==> config.mk <==
export PLATFORM = sky130hd
export DESIGN_NAME = decode_stage
export DESIGN_NICKNAME = d
export VERILOG_FILES = /design/src/rtl/decode_stage_pkg.sv /design/src/rtl/decode_stage_instr_fields.sv /design/src/rtl/decode_stage.sv
export SDC_FILE = /design/constraint.sdc
export NUM_CORES = 1
export LEC_CHECK = 0
export CORE_ASPECT_RATIO = 0.5
export CORE_UTILIZATION = 51
export CTS_BUF_LIST = sky130_fd_sc_hd__clkbuf_16
export DETAILED_ROUTE_END_ITERATION = 10
export GPL_TIMING_DRIVEN = 0
export PLACE_DENSITY_LB_ADDON = 0.2
export SKIP_CTS_REPAIR_TIMING = 1
export SYNTH_ARGS = -nofsm -noshare
export SYNTH_HDL_FRONTEND = slang
export SYNTH_HIERARCHICAL = 1
export SYNTH_SLANG_ARGS = --single-unit
==> constraint.sdc <==
create_clock -name clock -period 3.06 [get_ports clock]
set_input_delay 0.612 -clock clock [delete_from_list [all_inputs] [get_ports clock]]
set_output_delay 0.612 -clock clock [all_outputs]
set_load 0.005 [all_outputs]
==> src/rtl/decode_stage_pkg.sv <==
// Shared decode constants: opcodes, field positions, occupancy encoding.
// Also holds the decoded-field bundle carried with each buffered entry.
package decode_stage_pkg;

   localparam logic [5:0] OP_ADDI = 6'h08;
   localparam logic [5:0] OP_SLTI = 6'h0A;
   localparam logic [5:0] OP_LW   = 6'h23;
   localparam logic [5:0] OP_SW   = 6'h2B;
   localparam logic [5:0] OP_BEQ  = 6'h04;
   localparam logic [5:0] OP_BNE  = 6'h05;
   localparam logic [5:0] OP_ANDI = 6'h0C;
   localparam logic [5:0] OP_ORI  = 6'h0D;
   localparam logic [5:0] OP_XORI = 6'h0E;
   localparam logic [5:0] OP_LUI  = 6'h0F;

   localparam int OPC_LSB = 26;
   localparam int RS_LSB  = 21;
   localparam int RT_LSB  = 16;
   localparam int RD_LSB  = 11;
   localparam int SH_LSB  = 6;
   localparam int FN_LSB  = 0;
   localparam int OPC_W   = 6;
   localparam int REG_W   = 5;

   typedef enum logic [1:0] {
      ST_EMPTY = 2'd0,
      ST_ONE   = 2'd1,
      ST_FULL  = 2'd2
   } occ_e;

   typedef struct packed {
      logic [OPC_W-1:0] opcode;
      logic [OPC_W-1:0] funct;
      logic [REG_W-1:0] rs;
      logic [REG_W-1:0] rt;
      logic [REG_W-1:0] rd;
      logic [REG_W-1:0] shamt;
      logic             imm_signed;
      logic             uses_imm;
   } dec_t;

   function automatic logic is_simm_op(input logic [OPC_W-1:0] op);
      return (op == OP_ADDI) || (op == OP_SLTI) ||
             (op == OP_LW)   || (op == OP_SW)   ||
             (op == OP_BEQ)  || (op == OP_BNE);
   endfunction

   function automatic logic is_uimm_op(input logic [OPC_W-1:0] op);
      return (op == OP_ANDI) || (op == OP_ORI) ||
             (op == OP_XORI) || (op == OP_LUI);
   endfunction

endpackage

==> src/rtl/decode_stage_instr_fields.sv <==
// Combinational field split and immediate-class decode of one instruction.
// Used on the accept side so entries are stored already decoded.
module instr_fields
   import decode_stage_pkg::*;
#(
   parameter int XLEN = 32
) (
   input  logic [XLEN-1:0] instr,
   output dec_t            dec
);

   logic [OPC_W-1:0] op;

   assign op = instr[OPC_LSB +: OPC_W];

   always_comb begin
      dec            = '0;
      dec.opcode     = op;
      dec.funct      = instr[FN_LSB +: OPC_W];
      dec.rs         = instr[RS_LSB +: REG_W];
      dec.rt         = instr[RT_LSB +: REG_W];
      dec.rd         = instr[RD_LSB +: REG_W];
      dec.shamt      = instr[SH_LSB +: REG_W];
      unique case (1'b1)
         is_simm_op(op): begin
            dec.uses_imm   = 1'b1;
            dec.imm_signed = 1'b1;
         end
         is_uimm_op(op): begin
            dec.uses_imm   = 1'b1;
            dec.imm_signed = 1'b0;
         end
         default: ;
      endcase
   end

endmodule

==> src/rtl/decode_stage.sv <==
// Decode stage: two-entry skid buffer between fetch and execute.
// Entries are decoded on accept; the head entry drives all out_* fields.
module decode_stage
   import decode_stage_pkg::*;
#(
   parameter int XLEN  = 32,
   parameter int IMM_W = 16
) (
   input  logic             clock,
   input  logic             reset,
   input  logic             flush,
   input  logic             in_valid,
   output logic             in_ready,
   input  logic [XLEN-1:0]  in_instr,
   input  logic [XLEN-1:0]  in_pc,
   output logic             out_valid,
   input  logic             out_ready,
   output logic [5:0]       out_opcode,
   output logic [5:0]       out_funct,
   output logic [4:0]       out_rs,
   output logic [4:0]       out_rt,
   output logic [4:0]       out_rd,
   output logic [4:0]       out_shamt,
   output logic [IMM_W-1:0] out_imm,
   output logic             out_imm_signed,
   output logic             out_uses_imm,
   output logic [XLEN-1:0]  out_pc,
   output logic [31:0]      decoded_count
);

   typedef struct packed {
      dec_t             dec;
      logic [IMM_W-1:0] imm;
      logic [XLEN-1:0]  pc;
   } entry_t;

   occ_e   state_q;
   occ_e   state_d;
   entry_t head_q;
   entry_t tail_q;
   entry_t new_e;
   dec_t   new_dec;
   logic   in_fire;
   logic   out_fire;
   logic [31:0] count_q;

   instr_fields #(
      .XLEN (XLEN)
   ) u_fields (
      .instr (in_instr),
      .dec   (new_dec)
   );

   assign new_e.dec = new_dec;
   assign new_e.imm = in_instr[IMM_W-1:0];
   assign new_e.pc  = in_pc;

   assign in_fire  = in_valid & in_ready;
   assign out_fire = out_valid & out_ready;

   always_ff @(posedge clock) begin
      if (reset) state_q <= ST_EMPTY;
      else       state_q <= state_d;
   end

   always_comb begin
      state_d = state_q;
      if (flush) begin
         state_d = ST_EMPTY;
      end else begin
         unique case (state_q)
            ST_EMPTY: if (in_fire) state_d = ST_ONE;
            ST_ONE: begin
               if (in_fire && !out_fire)      state_d = ST_FULL;
               else if (!in_fire && out_fire) state_d = ST_EMPTY;
            end
            ST_FULL:  if (out_fire) state_d = ST_ONE;
            default:  state_d = ST_EMPTY;
         endcase
      end
   end

   // Handshake flags decode the occupancy register only, so in_ready
   // never sees out_ready combinationally.
   always_comb begin
      in_ready  = 1'b1;
      out_valid = 1'b0;
      unique case (state_q)
         ST_EMPTY: begin
            in_ready  = 1'b1;
            out_valid = 1'b0;
         end
         ST_ONE: begin
            in_ready  = 1'b1;
            out_valid = 1'b1;
         end
         ST_FULL: begin
            in_ready  = 1'b0;
            out_valid = 1'b1;
         end
         default: begin
            in_ready  = 1'b1;
            out_valid = 1'b0;
         end
      endcase
   end

   always_ff @(posedge clock) begin
      if (reset) begin
         head_q <= '0;
         tail_q <= '0;
      end else if (!flush) begin
         unique case (state_q)
            ST_EMPTY: if (in_fire) head_q <= new_e;
            ST_ONE: begin
               if (in_fire && out_fire) head_q <= new_e;
               else if (in_fire)        tail_q <= new_e;
            end
            ST_FULL:  if (out_fire) head_q <= tail_q;
            default: ;
         endcase
      end
   end

   always_ff @(posedge clock) begin
      if (reset)         count_q <= '0;
      else if (out_fire) count_q <= count_q + 32'd1;
   end

   assign out_opcode     = head_q.dec.opcode;
   assign out_funct      = head_q.dec.funct;
   assign out_rs         = head_q.dec.rs;
   assign out_rt         = head_q.dec.rt;
   assign out_rd         = head_q.dec.rd;
   assign out_shamt      = head_q.dec.shamt;
   assign out_imm        = head_q.imm;
   assign out_imm_signed = head_q.dec.imm_signed;
   assign out_uses_imm   = head_q.dec.uses_imm;
   assign out_pc         = head_q.pc;
   assign decoded_count  = count_q;

endmodule

; ---- Yosys cells after proc, flatten, opt, wreduce, memory -nomap -nowiden
; Index checks and enable logic that the tools add are counted.
[word_totals]
reg_bits = 198
in_bits = 69
out_inout_bits = 116
elab_cells = 75
[op_classes]
addsub = 1
eq_ne = 16
n_mux = 12
bitwise = 4
reduce_logical = 20
[op_table]
columns = op, n
row1 = two-way mux 82 bit, 3
row2 = one-hot mux 82 bit (3 select lines), 1
row3 = "equality test 6 x 4 -> 1 bit, second input constant", 6
row4 = "adder 32 x 1 -> 32 bit, second input constant", 1
row5 = "equality test 6 x 3 -> 1 bit, second input constant", 2
row6 = "equality test 6 bit, second input constant", 2
row7 = logical OR 1 bit, 8
row8 = two-way mux 2 bit, 4
row9 = "inequality test 2 bit, second input constant", 3
row10 = one-hot mux 2 bit (3 select lines), 1
row11 = AND reduction 5 bit, 1
row12 = one-hot mux 2 bit (2 select lines), 1
row13 = AND reduction 4 bit, 1
row14 = OR reduction 2 bit, 2
row15 = logical AND 1 bit, 3
row16 = "inequality test 3 bit, second input constant", 1
row17 = AND reduction 3 bit, 1
row18 = nonzero test 3 bit, 1
row19 = AND 1 bit, 2
row20 = "equality test 2 x 1 -> 1 bit, second input constant", 1
row21 = "equality test 2 bit, second input constant", 1
row22 = logical NOT 1 bit, 2
row23 = logical NOT 2 bit, 1
row24 = two-way mux 1 bit, 2
row25 = NOT 1 bit, 2

; ---- Depth between registers and ports, before layout
; Gate-level depths: netlist of run 1.
[logic_depth]
ltp_word = 9
depth_mapped = 11
ltp_nobuf = 9

; ---- Hierarchy
; Netlist of run 1, hierarchy kept.
[modules_own_cells]
columns = module, n_inst, cells_per_inst, area_each_um2, seq_area_each_um2
row1 = decode_stage, 1, 928, 8207.9, 3963.8
row2 = instr_fields, 1, 41, 304.0, 0.0

; ---- Least setup slack after synthesis of run 1
; Ideal clock, no wire load.
[synth_timing]
kind = reg-to-reg
startpoint = register state_q[0]
endpoint = register tail_q[48] (netlist name)
setup_ns = 0.133
arrival_ns = 2.149
slack_ns = 0.779
stages_incl_launch_ff = 12
period_less_slack_ns = 2.281
cell_sequence = dfxtp_1 -> inv_1 -> ha_1 -> nand2_1 -> inv_1 -> ha_1 -> nand2b_1 -> or3_1 -> clkbuf_1 -> clkbuf_1 -> nand2_1 -> a21oi_1
[synth_between]
elab_chain_len = 7
word_cells_on_any_way = 10
[synth_rtl]
columns = element, line_no
row1 = from (decl), decode_stage.sv:37  ; occ_e state_q;
row2 = from (signal assigned), decode_stage.sv:63  ; else state_q <= state_d;
row3 = equality test 2 bit / equality test 2 x 1 -> 1 bit (equally long branches), decode_stage.sv:88  ; unique case (state_q)
row4 = OR reduction 2 bit (no source line) (*), --
row5 = two-way mux 1 bit (*), decode_stage.sv:88
row6 = net out_valid, decode_stage.sv:16  ; output logic out_valid,
row7 = AND 1 bit (*), decode_stage.sv:59  ; assign out_fire = out_valid & out_ready;
row8 = net out_fire, decode_stage.sv:44  ; logic out_fire;
row9 = logical AND 1 bit (*), decode_stage.sv:116  ; if (in_fire && out_fire) head_q <= new_e;
row10 = NOT 1 bit (no source line) (*), --
row11 = AND reduction 4 bit (no source line) (*), --
row12 = to (signal assigned), decode_stage.sv:117  ; else if (in_fire) tail_q <= new_e;
row13 = to (decl), decode_stage.sv:40  ; entry_t tail_q;
; The timed path passes the listed nets; every way through them passes the cells marked *.
; A chain may end at the register's enable or synchronous reset.

; ---- Worst setup path in the final report of run 1
[layout_timing]
startpoint = register state_q[0]
endpoint = register tail_q[15] (netlist name)
[layout_between]
elab_chain_len = 7
word_cells_on_any_way = 10
[layout_rtl]
columns = element, line_no
row1 = equality test 2 bit / equality test 2 x 1 -> 1 bit (equally long branches), decode_stage.sv:88
row2 = OR reduction 2 bit (no source line) (*), --
row3 = two-way mux 1 bit (*), decode_stage.sv:88
row4 = AND 1 bit (*), decode_stage.sv:59
row5 = net out_fire, decode_stage.sv:44
row6 = logical AND 1 bit (*), decode_stage.sv:116
row7 = NOT 1 bit (no source line) (*), --
row8 = AND reduction 4 bit (no source line) (*), --
; Marked as above.

==> key figures, run 1 <==
Status
  – Status: completed

Worst setup path
  – Reg2Reg Depth: 10
  – Flop2flop setup slack: 210 ps
  – Worst Setup End Kind: register
  – Req. time, crit path: 3350 ps
  – CP max FO: 10
  – Worst EP arrival: 3140 ps
  – Crit path kind: reg2reg
  – CP Launch Type: register

Clock network
  – Root Buffer Master: clkbuf_16
  – Clock Sinks: 198
  – CTS tree: done
  – Worst-Skew Late Latency: 430 ps
  – CTS buffer count: 17
  – Clk slew on worst S/H paths: 70 ps
  – H-tree levels: 4
  – Clock Path Buffers: 2

Timing
  – Final setup vio count: 0
  – Clk_skew: between 10 and 15 ps
  – Final Max Slew Viols: 0
  – Min Tclk post-route: approximately 2900 ps
  – Period Utilization, post-route: 93.2%
  – Tightest Pin Transition: between 700 and 800 ps
  – Slew HR: 47.4%
  – Final hold viol count: 0
  – FMAX: ~350 MHz
  – Setup TNS: 0 ps

Routing
  – Avg WL per Cell: 15.9 um
  – DRT Wirelength: 22200 um
  – Pre-antenna DRT Iters: 5
  – DRT antenna net count: 0
  – Vias: 7504
  – Via density: 5.38
  – # DRC: 0
  – Iter 0 DRT Violations: 395

Floorplan
  – # rows: 32
  – Chip Width: 185 um
  – IO Pins: 185
  – Vert. Die Dim: just over 90 um
  – Initial Utilization: 53.7%
  – Core box area: 15900 um^2
  – Die area: between 15000 and 20000 um^2

Final layout
  – Fin area: 11100 um^2
  – Post-layout nets: 1238
  – Fillers: 1317
  – Diode count: 0
  – Layout cells sized above 1: roughly 8.6%
  – Synth-to-layout area growth: 30.2%
  – Multi-input logic area: a little under 4000 um^2
  – Total area of sequential cells: between 3000 and 4000 um^2

GRT
  – Global-route wire length before repair: 35600 um
  – Initial antenna violation count: 0
  – Total track usage: 26.4%
  – Largest net degree at the start of global routing: 18
  – Number of global-route vias before repair: 7166
  – GRT Residual Overflow: 0

Logic synthesis
  – Sequential cell area fraction in the yosys report: 46.6%
  – Synth top area cells: dfxtp_1, mux2i_1, nand2_1
  – Most common flop cell mapped by yosys: dfxtp_1
  – Yosys top cell area share: 46.6%
  – Post-synth top area cell: dfxtp_1
  – Top cells by count, synth: dfxtp_1, nand2_1, a21oi_1
  – Synth cell types: 44
  – Post-Syn Area: roughly 8500 um^2
  – Synth warn: 6
  – Number of synthesized flops with an enable pin: 0
  – Syn_nets: 1047
  – Fraction of registers with async set/reset: 0%
  – Cell with the most instances after synthesis: dfxtp_1
  – Syn avg cell area: 8.78 um^2
  – Post-Syn Instances: slightly below 1000
  – Synthesized flop and latch total: 198

Pwr
  – P_int: between 4 and 5 mW
  – Register share of total power: about half
  – Clock share of power: 38.3%
  – Comb pwr share: about an eighth
  – Total leakage power: 3.74 nW
  – VDD IR max: 0.394 mV
  – Psw: 1.40 mW
  – PwrDens: 504 nW/um^2
  – Sw Share: between 20% and 30%

Run
  – Max cap viols: 0

Hold path
  – Hold Path Class: in2reg
  – Hold depth: 3

Placed design
  – Port Buffers: 173
  – Placed cell area: 10500 um^2
  – Final GP Congestion: between 0.7 and 0.8
  – DP HPWL: ~16000 um
## critical path, cell delays in order (launching register included)
cell and delay (ps):
dfxtp_1 420, inv_1 120, ha_1 350, nand2_1 160, inv_1 140, ha_1 230, nand2b_1 190, or3_1 540
clkbuf_1 340, nand2_1 150, a21oi_1 80
## metrics by stage
step / worst slack [ps] / power [mW] / hold WS, ps / cells / util (%)
3_5_place_dp: -237 / 3.50 / 446 / 1363 / 66.4
5_1_grt: -21.6 / 5.80 / 435 / 1394 / 69.9
6_report: 209 / 5.58 / 437 / 1394 / 69.9
2_1_floorplan: 779 / 3.12 / 436 / 969 / -
3_3_place_gp: -131 / 3.48 / 441 / 1363 / 66.4
4_1_cts: -42.5 / 5.63 / 432 / 1395 / 69.8
## metal layers
metal	up-vias	global-route usage, %	share of wire [%]
met5	-	0	0
li1	3724	-	-
met2	193	44.0	47
met3	24	7.44	6.9
met4	0	7.99	1.3
met1	3563	33.3	45
## cell type report
type                    count  area share (%)
flip-flops and latches    198            35.8
clock inverters            15            1.16
inverters                   9           0.305
multi-input cells         657            35.4
well taps                 221            2.49
plain buffers             104            5.42
clock buffers              17            3.84
repair buffers            173            15.6
## final timing paths
check	from	to
setup reg to reg	state_q[0]	tail_q[15]
setup / recovery	state_q[0]	tail_q[15]
hold / removal	in_instr[20]	tail_q[64]
hold reg to reg	tail_q[17]	tail_q[17]
## flip-flops by register name, indices dropped and copies added, names as in the netlist, 2 cells and up
name	cells
decoded_count	32
state_q	2
out_pc	32
out_rd	5
tail_q	82
out_funct	6
out_rs	5
out_shamt	5
out_opcode	6
out_rt	5
out_imm	16
## placed cells by master (no fill, tap or decap), drive strengths merged, types with 2 or more instances in the layout
cell type and count:
a211oi 83, nand2b 3, nor2 97, nand3 10, clkinvlp 3, o21ai 3, xnor2 2, dfxtp 198
inv 15, and3 3, nand4 12, or3 4, buf 61, clkinv 5, xor2 9, and4 5
nand2 178, or4 16, ha 9, and2 4, nor4b 2, clkbuf 60, nor2b 3, mux2i 82
a21oi 105, clkdlybuf4s50 173, o31ai 16, a2111oi 2
## logic make-up after synthesis
logic type	synth area share, %
adder cells (fa/ha/maj)	1.32
AND/OR/NAND/NOR	18.1
AO/OA/AOI/OAI	15.7
multiplexers	9.78
buffers and inverters	7.42
XOR/XNOR	1.13
flip-flops	46.6
## power by group through the flow
| stage | registers, mW | logic, mW | clock network, mW |
|---|---|---|---|
| floorplan | 2.81 | 0.316 | 0 |
| global placement | 2.80 | 0.677 | 0 |
| detailed placement | 2.81 | 0.695 | 0 |
| CTS | 2.75 | 0.698 | 2.18 |
| global route | 2.76 | 0.761 | 2.28 |
| finish | 2.75 | 0.696 | 2.14 |
Note: power is estimated with default switching activity, not from simulation.
==> inputs of run 2 (changes only) <==
--- a/config.mk
+++ b/config.mk
@@ -5,6 +5,7 @@
 export SDC_FILE = /design/constraint.sdc
 export NUM_CORES = 1
 export LEC_CHECK = 0
+export ABC_CLOCK_PERIOD_IN_PS = 3060
 export CORE_ASPECT_RATIO = 0.5
 export CORE_UTILIZATION = 51
 export CTS_BUF_LIST = sky130_fd_sc_hd__clkbuf_16
==> results of run 2 <==
The final DEF is identical to that of run 1; final timing and power are the same.
